**src/rtl/memwb_if.sv**
```systemverilog
// Execute-side handshake and memory-bus signals of the memwb stage.
// The stage uses the slave modport; the execute/bus environment uses master.
interface memwb_if #(
  parameter int RW    = 16,
  parameter int REGNO = 8
);
  // Execute -> stage: an instruction transfers on any cycle with i_submit & o_ready.
  logic             i_submit;
  logic             o_ready;
  logic [RW-1:0]    i_data;
  logic [RW-1:0]    i_addr;
  logic [REGNO-1:0] i_reg_ie;
  logic             i_mem_access;
  logic             i_mem_we;
  logic             i_mem_width;
  logic [REGNO-1:0] o_reg_ie;
  logic [RW-1:0]    o_reg_data;
  logic             o_mem_exception;
  logic             o_mem_req;
  logic             o_mem_we;
  logic [RW-1:0]    o_mem_addr;
  logic [RW-1:0]    o_mem_data;
  logic [1:0]       o_mem_sel;
  logic             i_mem_ack;
  logic             i_mem_err;
  logic [RW-1:0]    i_mem_data;
  logic             dbg_busy;

  modport slave (
    input  i_submit, i_data, i_addr, i_reg_ie, i_mem_access, i_mem_we, i_mem_width,
    input  i_mem_ack, i_mem_err, i_mem_data,
    output o_ready, o_reg_ie, o_reg_data, o_mem_exception,
    output o_mem_req, o_mem_we, o_mem_addr, o_mem_data, o_mem_sel, dbg_busy
  );

  modport master (
    output i_submit, i_data, i_addr, i_reg_ie, i_mem_access, i_mem_we, i_mem_width,
    output i_mem_ack, i_mem_err, i_mem_data,
    input  o_ready, o_reg_ie, o_reg_data, o_mem_exception,
    input  o_mem_req, o_mem_we, o_mem_addr, o_mem_data, o_mem_sel, dbg_busy
  );
endinterface

```
**src/rtl/memwb.sv**
```systemverilog
// Memory/writeback stage: zero-latency ALU writeback, single-outstanding load/store bus.
// Optional bus timeout enabled by defining MEM_TIMEOUT_EN.
module memwb #(
  parameter int RW      = 16,
  parameter int REGNO   = 8,
  parameter int TIMEOUT = 255
) (
  input  logic   i_clk,
  input  logic   i_rst,
  memwb_if.slave bus
);
  typedef enum logic {IDLE, BUSY} state_e;

  state_e           state_q, state_d;
  logic             mem_req_q, mem_req_d;
  logic             mem_we_q, mem_we_d;
  logic             width_q, width_d;
  logic [1:0]       sel_q, sel_d;
  logic [RW-1:0]    addr_q, addr_d;
  logic [RW-1:0]    data_q, data_d;
  logic [REGNO-1:0] reg_ie_q, reg_ie_d;
  logic             busy, timeout, fail, okay;
  logic [RW-1:0]    load_data;

  if (TIMEOUT < 1 || TIMEOUT > 255) begin : g_bad_timeout
    $error("memwb: TIMEOUT must fit the 8-bit wait counter");
  end

  assign busy = (state_q == BUSY);

`ifdef MEM_TIMEOUT_EN
  logic [7:0] cnt_q, cnt_d;
  assign timeout = busy && (cnt_q == 8'(TIMEOUT));
`else
  assign timeout = 1'b0;
`endif

  // Error (bus or timeout) wins over ack when both land in the same cycle.
  assign fail = busy & (bus.i_mem_err | timeout);
  assign okay = busy & bus.i_mem_ack & ~fail;

  always_comb begin
    state_d   = state_q;
    mem_req_d = mem_req_q;
    mem_we_d  = mem_we_q;
    width_d   = width_q;
    sel_d     = sel_q;
    addr_d    = addr_q;
    data_d    = data_q;
    reg_ie_d  = reg_ie_q;
`ifdef MEM_TIMEOUT_EN
    cnt_d     = cnt_q;
`endif
    if (!busy) begin
      if (bus.i_submit && bus.i_mem_access) begin
        state_d   = BUSY;
        mem_req_d = 1'b1;
        mem_we_d  = bus.i_mem_we;
        width_d   = bus.i_mem_width;
        addr_d    = bus.i_addr;
        reg_ie_d  = bus.i_reg_ie;
        sel_d     = bus.i_mem_width ? (bus.i_addr[0] ? 2'b10 : 2'b01) : 2'b11;
        // Byte stores put the byte on both lanes; o_mem_sel picks the live one.
        data_d    = bus.i_mem_width ? {(RW/8){bus.i_data[7:0]}} : bus.i_data;
`ifdef MEM_TIMEOUT_EN
        cnt_d     = 8'd0;
`endif
      end
    end else if (fail || okay) begin
      state_d   = IDLE;
      mem_req_d = 1'b0;
    end else begin
`ifdef MEM_TIMEOUT_EN
      cnt_d = cnt_q + 8'd1;
`endif
    end
  end

  always_ff @(posedge i_clk) begin
    if (i_rst) begin
      state_q   <= IDLE;
      mem_req_q <= 1'b0;
      mem_we_q  <= 1'b0;
      width_q   <= 1'b0;
      sel_q     <= 2'b00;
      addr_q    <= '0;
      data_q    <= '0;
      reg_ie_q  <= '0;
`ifdef MEM_TIMEOUT_EN
      cnt_q     <= 8'd0;
`endif
    end else begin
      state_q   <= state_d;
      mem_req_q <= mem_req_d;
      mem_we_q  <= mem_we_d;
      width_q   <= width_d;
      sel_q     <= sel_d;
      addr_q    <= addr_d;
      data_q    <= data_d;
      reg_ie_q  <= reg_ie_d;
`ifdef MEM_TIMEOUT_EN
      cnt_q     <= cnt_d;
`endif
    end
  end

  always_comb begin
    load_data = bus.i_mem_data;
    if (width_q) begin
      load_data      = '0;
      load_data[7:0] = addr_q[0] ? bus.i_mem_data[15:8] : bus.i_mem_data[7:0];
    end
  end

  always_comb begin
    bus.o_reg_ie = '0;
    if (!i_rst) begin
      if (!busy && bus.i_submit && !bus.i_mem_access) bus.o_reg_ie = bus.i_reg_ie;
      else if (okay && !mem_we_q)                    bus.o_reg_ie = reg_ie_q;
    end
  end

  assign bus.o_reg_data      = busy ? load_data : bus.i_data;
  assign bus.o_mem_exception = fail & ~i_rst;
  assign bus.o_ready         = ~busy & ~i_rst;
  assign bus.o_mem_req       = mem_req_q;
  assign bus.o_mem_we        = mem_we_q;
  assign bus.o_mem_addr      = addr_q;
  assign bus.o_mem_data      = data_q;
  assign bus.o_mem_sel       = sel_q;
  assign bus.dbg_busy        = busy;
endmodule

```
**src/flat_wrapper.sv**
```systemverilog
// flat-port wrapper written by rule: the top's interface ports become plain ports
module memwb_flat 
#(
  parameter int RW      = 16,
  parameter int REGNO   = 8,
  parameter int TIMEOUT = 255
)
  (i_clk, i_rst, bus_i_submit, bus_i_data, bus_i_addr, bus_i_reg_ie, bus_i_mem_access, bus_i_mem_we, bus_i_mem_width, bus_i_mem_ack, bus_i_mem_err, bus_i_mem_data, bus_o_ready, bus_o_reg_ie, bus_o_reg_data, bus_o_mem_exception, bus_o_mem_req, bus_o_mem_we, bus_o_mem_addr, bus_o_mem_data, bus_o_mem_sel, bus_dbg_busy);
  memwb_if #(.RW(RW), .REGNO(REGNO)) bus_i ();
  input  logic i_clk;
  input  logic i_rst;
  input wire logic [$bits(bus_i.i_submit)-1:0] bus_i_submit;
  input wire logic [$bits(bus_i.i_data)-1:0] bus_i_data;
  input wire logic [$bits(bus_i.i_addr)-1:0] bus_i_addr;
  input wire logic [$bits(bus_i.i_reg_ie)-1:0] bus_i_reg_ie;
  input wire logic [$bits(bus_i.i_mem_access)-1:0] bus_i_mem_access;
  input wire logic [$bits(bus_i.i_mem_we)-1:0] bus_i_mem_we;
  input wire logic [$bits(bus_i.i_mem_width)-1:0] bus_i_mem_width;
  input wire logic [$bits(bus_i.i_mem_ack)-1:0] bus_i_mem_ack;
  input wire logic [$bits(bus_i.i_mem_err)-1:0] bus_i_mem_err;
  input wire logic [$bits(bus_i.i_mem_data)-1:0] bus_i_mem_data;
  output wire logic [$bits(bus_i.o_ready)-1:0] bus_o_ready;
  output wire logic [$bits(bus_i.o_reg_ie)-1:0] bus_o_reg_ie;
  output wire logic [$bits(bus_i.o_reg_data)-1:0] bus_o_reg_data;
  output wire logic [$bits(bus_i.o_mem_exception)-1:0] bus_o_mem_exception;
  output wire logic [$bits(bus_i.o_mem_req)-1:0] bus_o_mem_req;
  output wire logic [$bits(bus_i.o_mem_we)-1:0] bus_o_mem_we;
  output wire logic [$bits(bus_i.o_mem_addr)-1:0] bus_o_mem_addr;
  output wire logic [$bits(bus_i.o_mem_data)-1:0] bus_o_mem_data;
  output wire logic [$bits(bus_i.o_mem_sel)-1:0] bus_o_mem_sel;
  output wire logic [$bits(bus_i.dbg_busy)-1:0] bus_dbg_busy;
  assign bus_i.i_submit = bus_i_submit;
  assign bus_i.i_data = bus_i_data;
  assign bus_i.i_addr = bus_i_addr;
  assign bus_i.i_reg_ie = bus_i_reg_ie;
  assign bus_i.i_mem_access = bus_i_mem_access;
  assign bus_i.i_mem_we = bus_i_mem_we;
  assign bus_i.i_mem_width = bus_i_mem_width;
  assign bus_i.i_mem_ack = bus_i_mem_ack;
  assign bus_i.i_mem_err = bus_i_mem_err;
  assign bus_i.i_mem_data = bus_i_mem_data;
  assign bus_o_ready = bus_i.o_ready;
  assign bus_o_reg_ie = bus_i.o_reg_ie;
  assign bus_o_reg_data = bus_i.o_reg_data;
  assign bus_o_mem_exception = bus_i.o_mem_exception;
  assign bus_o_mem_req = bus_i.o_mem_req;
  assign bus_o_mem_we = bus_i.o_mem_we;
  assign bus_o_mem_addr = bus_i.o_mem_addr;
  assign bus_o_mem_data = bus_i.o_mem_data;
  assign bus_o_mem_sel = bus_i.o_mem_sel;
  assign bus_dbg_busy = bus_i.dbg_busy;
  memwb #(.RW(RW), .REGNO(REGNO), .TIMEOUT(TIMEOUT)) u_core (.i_clk(i_clk), .i_rst(i_rst), .bus(bus_i));
endmodule
```
**config.mk**
```make
export PLATFORM = sky130hd
export DESIGN_NAME = memwb_flat
export DESIGN_NICKNAME = d
export VERILOG_FILES = /design/src/rtl/memwb_if.sv /design/src/rtl/memwb.sv /design/src/flat_wrapper.sv
export SDC_FILE = /design/constraint.sdc
export NUM_CORES = 1
export LEC_CHECK = 0
export CORE_MARGIN = 2
export CORE_UTILIZATION = 32
export DETAILED_ROUTE_END_ITERATION = 12
export PLACE_DENSITY_LB_ADDON = 0.25
export SYNTH_ARGS = -nofsm -noshare
export SYNTH_HDL_FRONTEND = slang
export SYNTH_SLANG_ARGS = --single-unit
```
**constraint.sdc**
```tcl
create_clock -name i_clk -period 2.1 [get_ports i_clk]
set_input_delay 0.525 -clock i_clk [delete_from_list [all_inputs] [get_ports i_clk]]
set_output_delay 0.525 -clock i_clk [all_outputs]
set_load 0.05 [all_outputs]
```
==> run metrics, run 1 <==
outcome finished clean; Hold WC Path Type reg -> reg; Diodes inserted 0; Synth top cells by count nand2_1, dfxtp_1, a21oi_1; worst setup path class in -> out; DRT Pass-1 Iters 4; FF+latch count, synth 46; CTS max path bufs 2; critical path arrival around 1500 ps; first-pass GRT wire length 10.3 mm; Vias 2267; Reg area 923 µm²; minimum clock period 2050 ps; Initial Util 32.9%; H-tree levels 2; Max Cap Viol 0; sequential fraction of the synthesis area ~44%; Crit-path slowest cell and4b_1; multi-input combinational cell area 0.00113 mm²; crit path capture type primary output; vias per inst 4.75; PortBufs 126; Final Instance Count excl. Fillers between 400 and 500; CTS tree done; DR DRC count 0; # rows 29; worst-skew pair later-pin latency 290 ps; Post-synth EDFFs 0; largest net degree at the start of global routing 39; Post-Place Cells 469; antenna violations before repair 0; Detail Route Antenna Nets 0; syn_nets 333; post-layout util 61.0%; Critical Path RT 1570 ps; final WL roughly 6.5 mm; vias in the first global route ~2.2k; Die Wd 84.8 µm; DPL Wire Length 4.97 mm; drt wl/cell 13.6 µm; Async SR Flop Fraction 0%; # clock sinks 46; DIE AREA 0.00720 mm²; GP Congestion 0.730; GRT Overall Usage 18.1%; crit-path max cell delay between 200 and 300 ps; die height about 85 µm; layout cell share with drive strength beyond 1 ~18%; YS warnings 0; I/O pin count between 100 and 150; crit-path cells dlygate4sd2_1 -> and4b_1 -> buf_6 -> a22o_1 -> buf_6; total gr overflow 0; share of the synthesized area in the top cell type between 40 and 50%; Synth area leader dfxtp_1; core area 0.00635 mm²; Fmax ~500 MHz; RSZ-0062 raised after global routing true; Final Hold Fails 0; most used cell, CP buf_6; Worst-path clk slew 80 ps; Root Driver clkbuf_8; CP max FO 8; worst vdd rail ir drop 409 µV; relative max-transition margin 63.4%; Least-Margin Pin Slew 547 ps; CTS Hold Bufs 0; Layout area overhead 85.3%; Distinct cells, synth 22; clock buffer count from CTS 5; Worst Skew 6.06 ps; initial DRC count 53; final setup vio count 0; Avg Inst Size Synth 7.77 µm²; Layout Nets approximately 460; synth top area cells dfxtp_1, nand2_1, a21oi_1, mux2i_1, nor2_1; cell area after synthesis between 0.002 and 0.0025 mm²; Lkg Pwr 1.56 nW; most common cell in the netlist nand2_1; Worst setup SP type input port; ys flop type dfxtp_1; Slew Viols, Final 0; FF-to-FF setup slack about 850 ps; synthesized instance count 269; PD cells 614 mW/mm²; fin crit share 97.8%; Filler Cell Count approximately 550
metal layers:
| metal | track usage (%) | routed length [µm] | vias up |
|---|---|---|---|
| met5 | 0 | 0 | - |
| li1 | - | - | 1163 |
| met4 | 4.18 | 85 | 0 |
| met2 | 31.6 | 3260 | 68 |
| met1 | 21.0 | 2700 | 1030 |
| met3 | 6.81 | 437 | 6 |
through the flow:
step / TNS [ps] / power [W] / worst slack [ps] / area, µm² / hold slack (ps)
after CTS: 0 / 0.00241 / 21.1 / 3870 / 458
after detailed placement: -1800 / 0.00177 / -241 / 3730 / 448
after floorplan: 0 / 0.00139 / 5.66 / 2190 / 437
final: 0 / 0.00238 / 45.8 / 3870 / 455
after global routing: -5.20 / 0.00249 / -5.20 / 3870 / 479
after global placement: -1610 / 0.00176 / -202 / 3730 / 441
final cells by class:
cell class / count / area share [%]
inverter: 8 / 0.775
clock buffer: 7 / 1.97
multi-input combinational: 194 / 29.2
tap: 77 / 2.49
clock inverter: 1 / 0.775
sequential: 46 / 23.8
timing repair buffer: 144 / 41.0
power by group:
group	switching (W)	internal, W
logic	0.000448	0.000357
registers	0.0000247	0.000918
clock network	0.000276	0.000356
worst paths after layout:
path,startpoint,end,depth (start not counted)
setup reg to reg,u_core.bus.dbg_busy,u_core.bus.o_mem_data[15],4
setup / recovery,bus_i_mem_err,bus_o_reg_ie[6],5
hold / removal,u_core.bus.o_mem_addr[9],u_core.bus.o_mem_addr[9],2
hold reg to reg,u_core.bus.o_mem_addr[9],u_core.bus.o_mem_addr[9],2
layout by cell type (no fill, tap or decap), types with 10 or more instances in the layout:
cell type,synthesis,final
a21oi_1,44,36
buf_12,0,19
buf_4,1,18
buf_6,2,10
clkdlybuf4s50_1,0,92
dfxtp_1,46,44
mux2i_1,16,15
nand2_1,78,78
nor2_1,22,21
state kept, by name, indices dropped and copies added (netlist names):
name / count
u_core.bus.o_mem_we: 1
u_core.bus.dbg_busy: 1
u_core.bus.o_mem_addr: 16
u_core.bus.o_mem_data: 16
u_core.bus.o_mem_sel: 2
u_core.reg_ie_q: 8
u_core.bus.o_mem_req: 1
u_core.width_q: 1
what timing repair did:
| action | CTS | global route |
|---|---|---|
| endpoints found under the setup margin | 8 | 10 |
| pin swaps | 5 | 1 |
| gates cloned | 0 | 0 |
| gates resized for setup | 14 | 1 |
| setup buffers | 0 | 0 |
cell families after synthesis:
logic type,Yosys count,synth area share (%)
muxes,16,7.66
buffers and inverters,29,6.82
DFF,46,44.0
AOI/OAI and AO/OA,70,19.6
and+or+nand+nor,108,21.8
worst max-delay path, delay by kind of cell:
family	cells	cell delay [ps]
buffers and inverters	3	550
and+or+nand+nor	1	280
AOI/OAI and AO/OA	1	170
Note: power is estimated with default switching activity, not from simulation.
==> run 2, diff against run 1 <==
--- a/config.mk
+++ b/config.mk
@@ -5,8 +5,10 @@
 export SDC_FILE = /design/constraint.sdc
 export NUM_CORES = 1
 export LEC_CHECK = 0
+export ABC_AREA = 0
 export CORE_MARGIN = 2
 export CORE_UTILIZATION = 32
+export CTS_BUF_LIST = sky130_fd_sc_hd__clkbuf_2
 export DETAILED_ROUTE_END_ITERATION = 12
 export PLACE_DENSITY_LB_ADDON = 0.25
 export SYNTH_ARGS = -nofsm -noshare
==> run 2 against run 1 <==
Compared with the run above:
- the flow now finishes with violations (setup timing)
- sequential share of layout area shrank 0.51 points
- sequential power is essentially flat
- clock power shrank 23%
- largest power group unchanged
- highest routed layer unchanged
==> run metrics, run 2 (synthesis gave the netlist of run 1 again) <==
Final Instance Count excl. Fillers 478 (was 477); most frequent cells in the layout nand2_1, clkdlybuf4s50_1, dfxtp_1 (was clkdlybuf4s50_1, nand2_1, dfxtp_1); critical path arrival 1590 ps (was 1530 ps); Least-Margin Pin Slew 542 ps (was 547 ps); vias per inst 4.80 (was 4.75); final WL 6.87 mm (was 6.48 mm); worst setup path class reg -> out (was in -> out); crit-path max cell delay 460 ps (was 280 ps); vias in the first global route 2252 (was 2214); drt wl/cell 14.4 µm (was 13.6 µm); GRT Overall Usage 18.9% (was 18.1%); Die Wd 84.8 µm (unchanged); Pwr Total 0.00225 W (was 0.00238 W); Lkg Pwr 1.71 nW (was 1.56 nW); Worst setup SP type flop (was input port); Critical Path RT 1570 ps (about the same); H-tree levels 2 (unchanged); Final Hold Fails 0 (unchanged); DRT Pass-1 Iters 4 (unchanged); most used cell, CP buf_6 (unchanged); DIE AREA 0.00720 mm² (unchanged); Comb power frac 36.4% (was 33.8%); I/O pin count 127 (unchanged); Worst-path clk slew 230 ps (was 80 ps); DPL Wire Length 4.97 mm (unchanged); Fmax 472 MHz (was 487 MHz); antenna violations before repair 0 (unchanged); sw power 0.000769 W (was 0.000748 W); Buf/Inv on CP 2 (was 3); Hold WC Path Type reg -> reg (unchanged); Layout Nets 464 (was 463); Crit-path slowest cell dfxtp_4 (was and4b_1); CP top delay family flip-flops (was buffers and inverters); crit path capture type primary output (unchanged); fin crit share 101% (was 97.8%); total gr overflow 0 (unchanged); Vias 2295 (was 2267); RSZ-0062 raised after global routing true (unchanged); layout cell share with drive strength beyond 1 24.9% (was 17.5%); # clock sinks 46 (unchanged); largest net degree at the start of global routing 39 (unchanged); Slew Viols, Final 0 (unchanged); # rows 29 (unchanged); PD cells 565 mW/mm² (was 614 mW/mm²); CP max FO 8 (unchanged); Root Driver clkbuf_2 (was clkbuf_8); initial DRC count 69 (was 53); PortBufs 126 (unchanged); switching part of the total 34.1% (was 31.4%); Reg power frac 41.9% (was 39.6%); Post-Place Cells 469 (unchanged); crit-path cells and4b_1 -> buf_6 -> a22o_1 -> buf_6 (was dlygate4sd2_1 -> and4b_1 -> buf_6 -> a22o_1 -> buf_6); minimum clock period 2120 ps (was 2050 ps); leading cell type in the layout, fill and taps excluded nand2_1 (was clkdlybuf4s50_1); Detail Route Antenna Nets 0 (unchanged); Layout area overhead 90.9% (was 85.3%); CTS max path bufs 2 (unchanged); Initial Util 32.9% (unchanged); die height 84.8 µm (unchanged); clock network power share 21.7% (was 26.6%); worst vdd rail ir drop 392 µV (was 409 µV); core area 0.00635 mm² (unchanged); DR DRC count 0 (unchanged); outcome complete, but fails checks (was finished clean); clock buffer count from CTS 5 (unchanged); CTS Hold Bufs 0 (unchanged); CTS tree done (unchanged); Diodes inserted 0 (unchanged); relative max-transition margin 64.0% (was 63.4%); first-pass GRT wire length 10.8 mm (was 10.3 mm); final setup vio count 2 (was 0); P_int 0.00148 W (was 0.00163 W); worst-skew pair later-pin latency 410 ps (was 290 ps); Worst Skew 23.7 ps (was 6.06 ps); Final Worst Setup Slack -17.2 ps (was 45.8 ps); GP Congestion 0.730 (unchanged); failing checks setup timing; Max Cap Viol 0 (unchanged); Filler Cell Count 543 (was 548)
==> run 2: cell types whose count changed in the layout (fill, tap and decap cells not counted), sizes merged <==
cell and change:
buf +1, clkdlybuf4s50 -34, dlygate4sd2 +34
==> run 2: worst paths after layout <==
path | start | endpoint | slack (ps) | cells after the start
worst min register to register | u_core.bus.o_mem_addr[9] | u_core.bus.o_mem_addr[9] | 470 | 2
worst max register to register | u_core.bus.dbg_busy | u_core.bus.o_mem_sel[0] | 830 | 4
worst max-delay path | u_core.bus.dbg_busy | bus_o_reg_ie[6] | -20 | 4
worst min-delay path | u_core.bus.o_mem_addr[9] | u_core.bus.o_mem_addr[9] | 470 | 2
==> run 2: power groups by stage <==
stage | Sequential [W] | Clock, W | Combinational (W)
final | 0.000945 | 0.000489 | 0.000820
after global placement | 0.000961 | 0 | 0.000801
after detailed placement | 0.000964 | 0 | 0.000808
after floorplan | 0.00109 | 0 | 0.000294
after CTS | 0.000945 | 0.000502 | 0.000816
after global routing | 0.000952 | 0.000539 | 0.000863
==> run 2: cell type report <==
cell class	instances	area (µm²)	share of cell area (%)
Clock buffer	7	35.0	0.878
Clock inverter	1	30.0	0.752
Inverter	8	30.0	0.752
Multi-Input combinational cell	194	1290	32.4
Sequential cell	46	931	23.3
Tap cell	77	96.3	2.41
Timing Repair Buffer	145	1580	39.5
==> run 2: metal layers <==
layer / vias to the layer above / global-route usage, % / routed length, µm
li1: 1173 / - / -
met2: 71 / 34.5 / 3550
met3: 12 / 5.25 / 446
met1: 1039 / 21.3 / 2750
met5: - / 0 / 0
met4: 0 / 5.92 / 117
==> run 2: stage by stage <==
step	worst slack, ps	hold WS (ps)	setup TNS (ps)	utilization [%]	cell area, µm²
after global placement	-202	441	-1610	58.8	3730
after CTS	-19.9	468	-38.7	62.2	3950
after global routing	-97.5	491	-1470	62.9	3990
after detailed placement	-241	448	-1800	58.8	3730
after floorplan	5.66	437	0	-	2190
final	-17.2	465	-23.7	62.9	3990
==> run 2: worst min-delay path: stages, from the launching register on <==
cell,delay [ps]
dfxtp_1,350
nand2_1,50
a21oi_1,50
==> run 2: what timing repair did <==
action                     in CTS  in global routing
buffers inserted                1                  0
gates cloned                    0                  0
setup endpoints to repair      58                 25
pin swaps                      17                  6
resized for setup              80                 13
